### src/rtl/regfile_pkg.sv
// regfile_pkg: shared FSM state type and default sizing for the register file
package regfile_pkg;
  typedef enum logic {CLEAR, READY} state_t;
  localparam int XLEN_DEFAULT = 32;
  localparam int NREGS_DEFAULT = 32;
endpackage

### src/rtl/regfile_scoreboard.sv
// regfile_scoreboard: one pending bit per register, set on issue, cleared on writeback; bit 0 never set
module regfile_scoreboard
  import regfile_pkg::*;
#(
  parameter int NREGS = NREGS_DEFAULT,
  localparam int AW = $clog2(NREGS)
) (
  input  logic          clock,
  input  logic          reset,
  input  logic          set,
  input  logic [AW-1:0] set_idx,
  input  logic          clr,
  input  logic [AW-1:0] clr_idx,
  input  logic [AW-1:0] rd_idx_1,
  input  logic [AW-1:0] rd_idx_2,
  output logic          pend_1,
  output logic          pend_2
);
  logic [NREGS-1:0] bits;
  // set is applied after clear so a new producer supersedes the completing one
  always_ff @(posedge clock) begin
    if (reset) begin
      bits <= '0;
    end else begin
      if (clr) bits[clr_idx] <= 1'b0;
      if (set && set_idx != '0) bits[set_idx] <= 1'b1;
    end
  end
  assign pend_1 = bits[rd_idx_1];
  assign pend_2 = bits[rd_idx_2];
endmodule

### src/rtl/regfile_param.sv
// regfile_param: parameterised register file with clear sweep, pending scoreboard and optional write bypass (REGFILE_BYPASS_EN)
module regfile_param
  import regfile_pkg::*;
#(
  parameter int XLEN = XLEN_DEFAULT,
  parameter int NREGS = NREGS_DEFAULT,
  localparam int AW = $clog2(NREGS)
) (
  input  logic            clock,
  input  logic            reset,
  input  logic            write_enable,
  input  logic [AW-1:0]   write_select,
  input  logic [XLEN-1:0] write_data,
  input  logic [AW-1:0]   rs1,
  input  logic [AW-1:0]   rs2,
  output logic [XLEN-1:0] read_data_1,
  output logic [XLEN-1:0] read_data_2,
  input  logic            pend_set,
  input  logic [AW-1:0]   pend_select,
  output logic            pend_1,
  output logic            pend_2,
  output logic            ready
);
  state_t state;
  logic [AW-1:0] sweep_cnt;
  logic [XLEN-1:0] regs [NREGS];
  logic rdy, wr_fire, sb_1, sb_2, hit_1, hit_2;
  assign rdy = state == READY;
  assign ready = rdy;
  assign wr_fire = rdy && write_enable && write_select != '0;
  // sweep zeroes one register per cycle, then normal writeback is accepted
  always_ff @(posedge clock) begin
    if (reset) begin
      state <= CLEAR;
      sweep_cnt <= '0;
    end else if (!rdy) begin
      regs[sweep_cnt] <= '0;
      sweep_cnt <= sweep_cnt + 1'b1;
      if (sweep_cnt == AW'(NREGS - 1)) state <= READY;
    end else if (wr_fire) begin
      regs[write_select] <= write_data;
    end
  end
  regfile_scoreboard #(.NREGS(NREGS)) u_sb (
    .clock(clock),
    .reset(reset),
    .set(rdy && pend_set),
    .set_idx(pend_select),
    .clr(wr_fire),
    .clr_idx(write_select),
    .rd_idx_1(rs1),
    .rd_idx_2(rs2),
    .pend_1(sb_1),
    .pend_2(sb_2)
  );
`ifdef REGFILE_BYPASS_EN
  assign hit_1 = wr_fire && rs1 == write_select;
  assign hit_2 = wr_fire && rs2 == write_select;
`else
  assign hit_1 = 1'b0;
  assign hit_2 = 1'b0;
`endif
  assign read_data_1 = !rdy || rs1 == '0 ? '0 : hit_1 ? write_data : regs[rs1];
  assign read_data_2 = !rdy || rs2 == '0 ? '0 : hit_2 ? write_data : regs[rs2];
  assign pend_1 = rdy && (hit_1 ? pend_set && pend_select == rs1 : sb_1);
  assign pend_2 = rdy && (hit_2 ? pend_set && pend_select == rs2 : sb_2);
endmodule

### config.mk
export PLATFORM = sky130hd
export DESIGN_NAME = regfile_param
export DESIGN_NICKNAME = d
export VERILOG_FILES = /design/src/rtl/regfile_pkg.sv /design/src/rtl/regfile_scoreboard.sv /design/src/rtl/regfile_param.sv
export SDC_FILE = /design/constraint.sdc
export NUM_CORES = 1
export LEC_CHECK = 0
export CAP_MARGIN = 0
export CELL_PAD_IN_SITES_DETAIL_PLACEMENT = 1
export CELL_PAD_IN_SITES_GLOBAL_PLACEMENT = 2
export CORE_MARGIN = 2
export CORE_UTILIZATION = 40
export CTS_CLUSTER_DIAMETER = 50
export DETAILED_ROUTE_END_ITERATION = 7
export PLACE_DENSITY_LB_ADDON = 0.1
export SLEW_MARGIN = 20
export SYNTH_ARGS = -nofsm -noshare
export SYNTH_HDL_FRONTEND = slang
export SYNTH_SLANG_ARGS = --single-unit
### constraint.sdc
create_clock -name clock -period 3.3 [get_ports clock]
set_input_delay 0.33 -clock clock [delete_from_list [all_inputs] [get_ports clock]]
set_output_delay 0.33 -clock clock [all_outputs]
set_load 0.005 [all_outputs]
==> results of run 1 <==
kinds of logic after synthesis:
family | after synthesis | synth area share (%)
xor+xnor | 2 | 0.0348
simple gates | 332 | 3.26
flops | 1062 | 62.6
buf+inv | 239 | 2.36
mux | 839 | 23.5
fa+ha+maj | 2 | 0.0497
compound gates | 609 | 8.15
worst register-to-register path, cell delays in order (launching register included):
cell and delay (ns):
dfxtp_4 0.38, buf_4 0.14, buf_4 0.13, nand2_1 0.11
a211oi_4 0.42, buf_4 0.41, buf_4 0.20, and2_1 0.82
registers in the layout (all words and copies together) (netlist names):
signal / count
ready: 1
u_sb.bits: 32
sweep_cnt: 5
regs: 1024
layout make-up:
cell class / count / area (um2) / area share (%)
Antenna cell: 4 / 10.0 / 0.0162
Clock buffer: 156 / 3630 / 5.87
Tap cell: 1650 / 2060 / 3.34
Multi-Input combinational cell: 1784 / 18400 / 29.8
Timing Repair Buffer: 460 / 5060 / 8.19
Sequential cell: 1062 / 31500 / 51.0
Inverter: 2 / 7.51 / 0.0122
Clock inverter: 101 / 1090 / 1.77
layer usage:
layer / up-vias / track usage, % / part of all wire [%]
li1: 13536 / - / -
met1: 17842 / 37.4 / 40
met2: 1264 / 50.0 / 50
met3: 340 / 4.60 / 5.8
met4: 2 / 12.2 / 4.2
met5: - / 0 / 0.0058
stage by stage:
step	worst slack, ns	util [%]	std cells	TNS [ns]
2_1_floorplan	-0.0605	-	3085	-27.67
3_3_place_gp	-0.213	44.9	4929	-1.23
3_5_place_dp	-0.262	44.9	4929	-3.31
4_1_cts	-0.148	49.1	5207	-0.440
5_1_grt	-0.0512	49.3	5216	-0.0900
6_report	0.0128	49.3	5219	0
Yosys cell counts, drive strengths merged, types with 5 or more instances:
library cell and instances:
a22oi 145, buf 156, or2 5, edfxtp 1024, mux2i 548, a22o 23, o211ai 39, a31oi 54
a221oi 61, nand2b 15, nand3 30, and3 12, mux4 273, o22ai 45, nor2 64, a21oi 100
o21ai 97, mux2 18, clkbuf 81, nor2b 27, nand2 105, a221o 13, dfxtp 38, and2 60
a21o 24
what timing repair did:
| action | CTS | global route |
|---|---|---|
| hold endpoints to repair | 0 | 0 |
| setup buffers | 19 | 9 |
| setup endpoints to repair | 64 | 36 |
| pin swaps | 36 | 16 |
| cloned | 2 | 0 |
| gates resized for setup | 177 | 48 |
cell usage in the layout (no fill, tap or decap), types with 18 or more instances in the layout:
| cell type | count |
|---|---|
| edfxtp_1 | 1024 |
| mux2i_1 | 547 |
| mux4_2 | 273 |
| buf_4 | 224 |
| clkbuf_16 | 143 |
| a22oi_1 | 132 |
| nand2_1 | 105 |
| a21oi_1 | 100 |
| buf_12 | 100 |
| o21ai_0 | 78 |
| a221oi_1 | 56 |
| clkdlybuf4s50_1 | 54 |
| o22ai_1 | 45 |
| dlygate4sd2_1 | 44 |
| o211ai_1 | 39 |
| dfxtp_1 | 37 |
| nor2_4 | 34 |
| a31oi_1 | 32 |
| nand3_1 | 30 |
| nor2_1 | 29 |
| clkinv_1 | 27 |
| and2_1 | 26 |
| a21o_1 | 20 |
| and2_2 | 19 |
| a22o_1 | 19 |
| nor2b_1 | 19 |
| o21ai_1 | 19 |
| mux2_2 | 18 |
where the power goes:
group	leakage [nW]	switching [mW]	internal, mW	total [mW]
Sequential	11.3	0.0377	14.6	14.7
Combinational	9.73	1.13	0.784	1.92
Clock	2.27	6.22	9.34	15.6
Total	23.3	7.40	24.8	32.2
final timing paths:
path                            startpoint                       end  slack [ns]
setup reg to reg          ready$_SDFF_PP0_    regs[16][10]$_DFFE_PP_        0.31
hold reg to reg   u_sb.bits[18]$_SDFF_PP0_  u_sb.bits[18]$_SDFF_PP0_        0.50
setup / recovery          ready$_SDFF_PP0_            read_data_1[2]        0.01
hold / removal              pend_select[1]   u_sb.bits[3]$_SDFF_PP0_        0.30
==> results.ini, run 1 <==
[global_routing]
antenna_found_initial = 9
grt_pass1_vias = 35597
grt_first_pass_wirelength_mm = 264
grt-ovfl-total = 0
track_usage_pct = 29.4
grt_max_degree = 53

[synthesis]
synth_edf_count = 1024
synth.largest_area_cell = edfxtp_1
seq_area_frac_synth_pct = 62.6
synth_top_area_share_pct = 61.1
synth_area_leaders = edfxtp_1, mux4_2, mux2i_1, a22oi_1, dfxtp_1
syn_nets = 3143
synth_cells = 3085
avgSynthCellArea_um2 = 16.3
yosys_warnings = 0
ys_ff_latch = 1062
synth_async_sr_flop_share_pct = 0
ys.flop_type = edfxtp_1
synth_area_mm2 = 0.0503
netlist-cell-type-count = 51

[setup_path]
start_kind = register
worstPathRequired_ns = 2.97
cp_cell_sequence = nor2b_4 -> buf_6 -> a21boi_4 -> buf_12 -> buf_12 -> buf_4 -> buf_4 -> a31oi_2 -> o21ai_1 -> a21o_2 -> dlygate4sd2_1
path_buf_inv = 6
cp-end-kind = primary output
worstPathArrival_ns = 2.96
crit_family = buffers and inverters
crit_path_top_delay_cell = dfxtp_4
crit_fanout = 5
slowest_delay_ns = 0.38
path_class = register to primary output
reg2reg_depth = 7
cp_num_cells = 11

[detailed_routing]
viasPerCell = 6.32
first_pass_iters = 5
ant_nets = 0
wl_per_cell_um = 36.1
vias = 32984
drc = 0
routed_wl_mm = 188
drt_iter0_markers = 3174

[floorplanning]
dieArea_mm2 = 0.129
die_w_um = 359
boundaryPins = 123
start_util_pct = 40.2
die_y_um = 359
core.rowCount = 130
core_area_mm2 = 0.125

[placed_design]
hpwl_mm = 118
dpl_cell_area_mm2 = 0.0563
portBuffers = 122
gp_congestion = 0.846

[clocking]
cts_inserted_buffers = 142
htree_levels = 4
cts_tree = yes
cts_root_buf = clkbuf_16
clkSinkCount = 1062
ctsHoldBuffers = 0
clk_latency_ns = 0.77
clk_pin_slew_ns = 0.06
clock_path_buffers = 3

[timing]
relSlewSlack_pct = 29.3
fin_crit_sh_pct = 99.6
setup_viol = 0
period_needed_ns = 3.29
finalHoldViolCount = 0
rsz0062_at_grt = yes
drv_slew = 0
finalClockSkew_ns = 0.0336
max_slew.worst_pin.slew_ns = 1.06
max_freq_ghz = 0.304
holdWs_ns = 0.299

[flow_run]
cap_violations = 0

[outcome]
status = finished, final reports clean

[cells_and_area]
fill_cells = 11857
fin_nets = 3510
syn2layout_area_growth_pct = 22.7
fin_area_mm2 = 0.0618
drive_gt1_share_pct = 28.2

[worst_hold_path]
holdPathStages = 3
hold_class = input pin to register

[power]
p_total_mw = 32.2
p_leak_nw = 23.3
vdd_drop_max_mv = 0.478
p_per_area_mw_per_mm2 = 521

(Power assumes the default switching activity.)
==> inputs of run 2 (changes only) <==
- CORE_UTILIZATION: 40 -> 30
==> run 2 against run 1 <==
  * Worst hold slack lost 0.0013 ns
  * Die area grew 33%
  * First-iteration DRC count shrank 27%
  * Routed wire length grew 7.8%
  * Design area grew 2.8%
  * Non-clock buffer count grew 41
  * Largest power group unchanged
  * Highest routed layer unchanged
==> results.ini, run 2 (synthesis gave the netlist of run 1 again) <==
[outcome]
status = finished, final reports clean

[cells_and_area]
top_register = regs
largest_register_ffs = 1024
syn2layout_area_growth_pct = 26.2
drive_gt1_share_pct = 29.6
final_cell_mix = edfxtp_1, mux2i_1, mux4_2, buf_4, clkbuf_16
reg.largest.list = regs x1024, u_sb.bits x32, sweep_cnt x5
instances_no_fill = 5832
fin_nets = 3561
final_common_cell = edfxtp_1

[floorplanning]
core_area_mm2 = 0.167
core.rowCount = 150
start_util_pct = 30.2
die_y_um = 414
dieArea_mm2 = 0.171
die_w_um = 414
boundaryPins = 123

[setup_path]
critPathMostFrequentCell = buf_4
start_kind = register
worstPathRequired_ns = 2.97
path_class = register to primary output
cp-end-kind = primary output
cp_cell_sequence = buf_4 -> nor2b_4 -> a21boi_4 -> buf_12 -> buf_4 -> a31oi_1 -> o21ai_0 -> a21o_1 -> dlygate4sd2_1
slowest_delay_ns = 0.37
crit_path_top_delay_cell = dfxtp_4
crit_fanout = 10
worstPathArrival_ns = 2.95

[clocking]
clock_path_buffers = 3
cts_tree = yes
htree_levels = 4
clk_latency_ns = 0.79
ctsHoldBuffers = 0
cts_inserted_buffers = 152
cts_root_buf = clkbuf_16
clkSinkCount = 1062
clk_pin_slew_ns = 0.05

[global_routing]
grtUsageMet1_pct = 30.6
grt_first_pass_wirelength_mm = 282
grt_pass1_vias = 36051
antenna_found_initial = 10
met2_usage_pct = 40.8
grt-ovfl-total = 0
track_usage_pct = 23.7
grt_max_degree = 42
grt.busiest_layer = met2
gr-usage-met3_pct = 3.01

[placed_design]
placed_cells = 5542
hpwl_mm = 132
gp_congestion = 0.798
portBuffers = 122
preCtsSetupSlack_ns = -0.607

[timing]
drv_slew = 0
fin_crit_sh_pct = 99.3
setup_viol = 0
finalHoldViolCount = 0
max_freq_ghz = 0.305
max_slew.worst_pin.slew_ns = 1.05
fin_ws_ns = 0.0225
finalClockSkew_ns = 0.0415
period_needed_ns = 3.28
relSlewSlack_pct = 30.3
rsz0062_at_grt = yes

[power]
p_leak_nw = 24.0
p_per_area_mw_per_mm2 = 527
vdd_drop_max_mv = 0.566

[detailed_routing]
viasPerCell = 5.57
drt_iter0_markers = 2302
vias = 32507
routed_wl_mm = 203
wl_per_cell_um = 34.8
first_pass_iters = 7
drc = 0
ant_nets = 0

[worst_hold_path]
hold_class = input pin to register

[flow_run]
cap_violations = 0

## run 2: where the power goes
part	internal [mW]	switching, mW	total, mW
combinational	0.820	1.18	2.00
clock	10.2	6.50	16.8
sequential	14.7	0.0367	14.7
total	25.7	7.72	33.4
## run 2: per-layer routing
layer / vias up / wire, um
met4: 2 / 7230
met1: 17666 / 87500
met5: - / 17
met2: 830 / 101000
met3: 340 / 7220
li1: 13669 / -
## run 2: path summary, 6_finish.rpt
kind,cells after the start,endpoint,slack [ns],start
worst max-delay path,9,read_data_2[21],0.02,ready$_SDFF_PP0_
worst min-delay path,3,u_sb.bits[3]$_SDFF_PP0_,0.30,pend_select[1]
worst max register to register,10,regs[23][3]$_DFFE_PP_,0.18,ready$_SDFF_PP0_
worst min register to register,1,u_sb.bits[0]$_SDFF_PP0_,0.48,u_sb.bits[0]$_SDFF_PP0_
## run 2: metrics by stage
step	util [%]	hold WS (ns)	instance area, um2	setup TNS (ns)	total power [mW]
after floorplan	-	0.451	50300	-27.67	16.0
after global placement	34.6	0.469	57700	-1.67	16.9
after detailed placement	34.6	0.481	57700	-2.51	17.0
after CTS	38.0	0.248	63400	-1.00	33.8
after global routing	38.1	0.311	63500	-0.283	34.4
final	38.1	0.298	63500	0	33.4
## run 2: timing repair
item	in CTS	in global routing
pin swaps	35	14
endpoints found under the setup margin	64	20
gates resized for setup	182	38
gates cloned	0	0
setup buffers	11	2
## run 2: cell type report
cell class	count	area [um2]
Antenna cell	1	2.50
Clock buffer	176	3960
Clock inverter	102	1220
Fill cell	16460	103000
Inverter	2	7.51
Multi-Input combinational cell	1784	18500
Sequential cell	1062	31500
Tap cell	2204	2760
Timing Repair Buffer	501	5590
## run 2: critical path, delay by kind of cell, from the launching register on
kind                   cells  cell delay [ns]
buffers and inverters      4             0.79
flip-flops                 1             0.37
AO/OA/AOI/OAI              4             0.79
AND/OR/NAND/NOR            1             0.21
==> inputs of run 3 (changes only) <==
- SYNTH_HIERARCHICAL: unset -> 1
==> run 3 against run 2 <==
  * The flow now finishes with violations (negative setup slack)
  * Critical path depth is 1 lower
  * Clock power is 8% lower
  * Area after synthesis is 0.29% higher
  * Design area is 0.92% lower
  * First-iteration DRC count is 36% higher
  * Synthesized cell count is 4.7% higher
  * Setup slack worse by 0.032 ns
  * Non-clock buffer count is 9 lower
  * Sequential share of layout area is 0.46 points higher
  * Via count is 3.9% higher
  * Highest routed layer is now met4
==> results.ini, run 3 <==
[cells_and_area]
largest_register_ffs = 1024
reg.largest.list = regs x1024, u_sb/bits x32, sweep_cnt x5
top_register = regs
instances_no_fill = 5927
fin_nets = 3670
final_common_cell = edfxtp_1
syn2layout_area_growth_pct = 24.7
drive_gt1_share_pct = 30.2
final_cell_mix = edfxtp_1, mux2i_1, mux4_2, buf_4, mux2_2
fill_cells = 16766

[setup_path]
crit_family = buffers and inverters
crit_fanout = 8
crit_path_end = read_data_1[28]
critPathMostFrequentCell = buf_12
cp-end-kind = primary output
cp_num_cells = 8
reg2reg_depth = 8
r2r-end = regs[8][21]$_DFFE_PP_
path_class = register to primary output
crit_path_top_delay_cell = dlygate4sd2_1
path_buf_inv = 4
worstPathArrival_ns = 2.98
start_kind = register
slowest_delay_ns = 0.38
reg2reg_slack_ns = 0.51
r2r-start = ready$_SDFF_PP0_
worstPathRequired_ns = 2.97
cp_cell_sequence = buf_4 -> and4b_4 -> buf_12 -> buf_12 -> a22oi_1 -> o31a_1 -> nand4_1 -> dlygate4sd2_1
startpoint = ready$_SDFF_PP0_

[synthesis]
synth_common_cells = edfxtp_1, mux2i_1, mux4_2
syn_nets = 3287
synth.largest_area_cell = edfxtp_1
synth_area_leaders = edfxtp_1, mux4_2, mux2i_1, mux2_2, a22oi_1
ys.flop_type = edfxtp_1
synth_async_sr_flop_share_pct = 0
yosys_warnings = 6
synth_cells = 3229
yosysMostFrequentCell = edfxtp_1
synth_edf_count = 1024
avgSynthCellArea_um2 = 15.6
synth_top_area_share_pct = 60.9
seq_area_frac_synth_pct = 62.4
synth_area_mm2 = 0.0505
netlist-cell-type-count = 53
ys_ff_latch = 1062

[floorplanning]
core.rowCount = 150
start_util_pct = 30.2
core_area_mm2 = 0.167
dieArea_mm2 = 0.172
die_w_um = 414
die_y_um = 414
boundaryPins = 123

[global_routing]
gr-usage-met3_pct = 2.94
grt_pass1_vias = 35916
grt.busiest_layer = met2
grt_first_pass_wirelength_mm = 296
grt-ovfl-total = 0
met2_usage_pct = 41.9
antenna_found_initial = 6
grtUsageMet1_pct = 32.9
track_usage_pct = 24.7
grt_max_degree = 70

[flow_run]
cap_violations = 0

[timing]
setup_viol = 1
max_freq_ghz = 0.302
fin_crit_sh_pct = 100
rsz0062_at_grt = yes
relSlewSlack_pct = 32.4
finalClockSkew_ns = 0.0213
holdWs_ns = 0.493
finalHoldViolCount = 0
fin_ws_ns = -0.00939
fin_setup_tns_ns = -0.00939
period_needed_ns = 3.31
drv_slew = 0
max_slew.worst_pin.slew_ns = 1.01

[clocking]
htree_levels = 4
clkSinkCount = 1062
cts_inserted_buffers = 141
clk_pin_slew_ns = 0.05
clock_path_buffers = 3
cts_root_buf = clkbuf_16
cts_tree = yes
clk_latency_ns = 0.78

[placed_design]
placed_cells = 5647
hpwl_mm = 138
preCtsSetupSlack_ns = -0.185
gp_congestion = 0.836
portBuffers = 122

[outcome]
status = finished with violations
violations = negative setup slack

[power]
p_leak_nw = 19.3
vdd_drop_max_mv = 0.443
p_total_mw = 32.1
p_per_area_mw_per_mm2 = 510

[detailed_routing]
routed_wl_mm = 215
viasPerCell = 5.70
ant_nets = 0
drc = 0
first_pass_iters = 5
wl_per_cell_um = 36.3
drt_iter0_markers = 3142
vias = 33764

[worst_hold_path]
hold_class = register to register

[run 3: cell type report]
class / count / area [um2] / share of cell area [%]
Multi-Input combinational cell: 1914 / 18200 / 29.0
Clock buffer: 161 / 3780 / 6.01
Timing Repair Buffer: 492 / 5750 / 9.13
Clock inverter: 92 / 895 / 1.42
Tap cell: 2204 / 2760 / 4.38
Sequential cell: 1062 / 31500 / 50.1
Inverter: 1 / 3.75 / 0.00596
Antenna cell: 1 / 2.50 / 0.00398
[run 3: cell families after synthesis]
kind of cell	share of synthesized area (%)
buffers and inverters	2.40
multiplexers	21.7
adder cells (fa/ha/maj)	0.0496
AO/OA/AOI/OAI	7.08
flip-flops	62.4
AND/OR/NAND/NOR	6.34
XOR/XNOR	0.0347
[run 3: report_power, final]
part           switching (mW)  internal [mW]
logic                    1.12          0.782
registers              0.0466           14.7
clock network            6.14           9.34
[run 3: how the worst min path moves through the flow]
stage          depth (start not counted)                     start                       end  slack, ns
2_1_floorplan                          1                     reset  u_sb/bits[12]$_SDFF_PP0_       0.40
3_3_place_gp                           2  u_sb/bits[24]$_SDFF_PP0_  u_sb/bits[24]$_SDFF_PP0_       0.48
5_1_grt                                2  u_sb/bits[17]$_SDFF_PP0_  u_sb/bits[17]$_SDFF_PP0_       0.51
3_5_place_dp                           1   u_sb/bits[0]$_SDFF_PP0_   u_sb/bits[0]$_SDFF_PP0_       0.49
4_1_cts                                5            pend_select[0]  u_sb/bits[24]$_SDFF_PP0_       0.45
6_report                               2  u_sb/bits[23]$_SDFF_PP0_  u_sb/bits[23]$_SDFF_PP0_       0.49
[run 3: metal layers]
| metal | vias up | routed length, um | share of wire [%] |
|---|---|---|---|
| li1 | 13965 | - | - |
| met1 | 18366 | 92500 | 43 |
| met4 | 0 | 6940 | 3.2 |
| met5 | - | 0 | 0 |
| met2 | 1113 | 106000 | 49 |
| met3 | 320 | 9630 | 4.5 |
[run 3: worst register-to-register path: cells and delay by family, from the launching register on]
family	cells	cell delay (ns)
buffers and inverters	5	0.81
flip-flops	1	0.35
AND/OR/NAND/NOR	2	1.02
AO/OA/AOI/OAI	1	0.27
[run 3: what timing repair did]
item	CTS	global route
gates resized for setup	101	18
pin swaps	29	7
buffers inserted	20	6
gates cloned	2	0
hold endpoints to repair	0	0
hold buffers	0	0
endpoints found under the setup margin	64	15
[run 3: stage by stage]
step | area [um2] | utilization, %
finish | 62900 | 37.7
global route | 62900 | 37.7
CTS | 62800 | 37.6
detailed placement | 57800 | 34.6
global placement | 57800 | 34.6
floorplan | 50500 | -
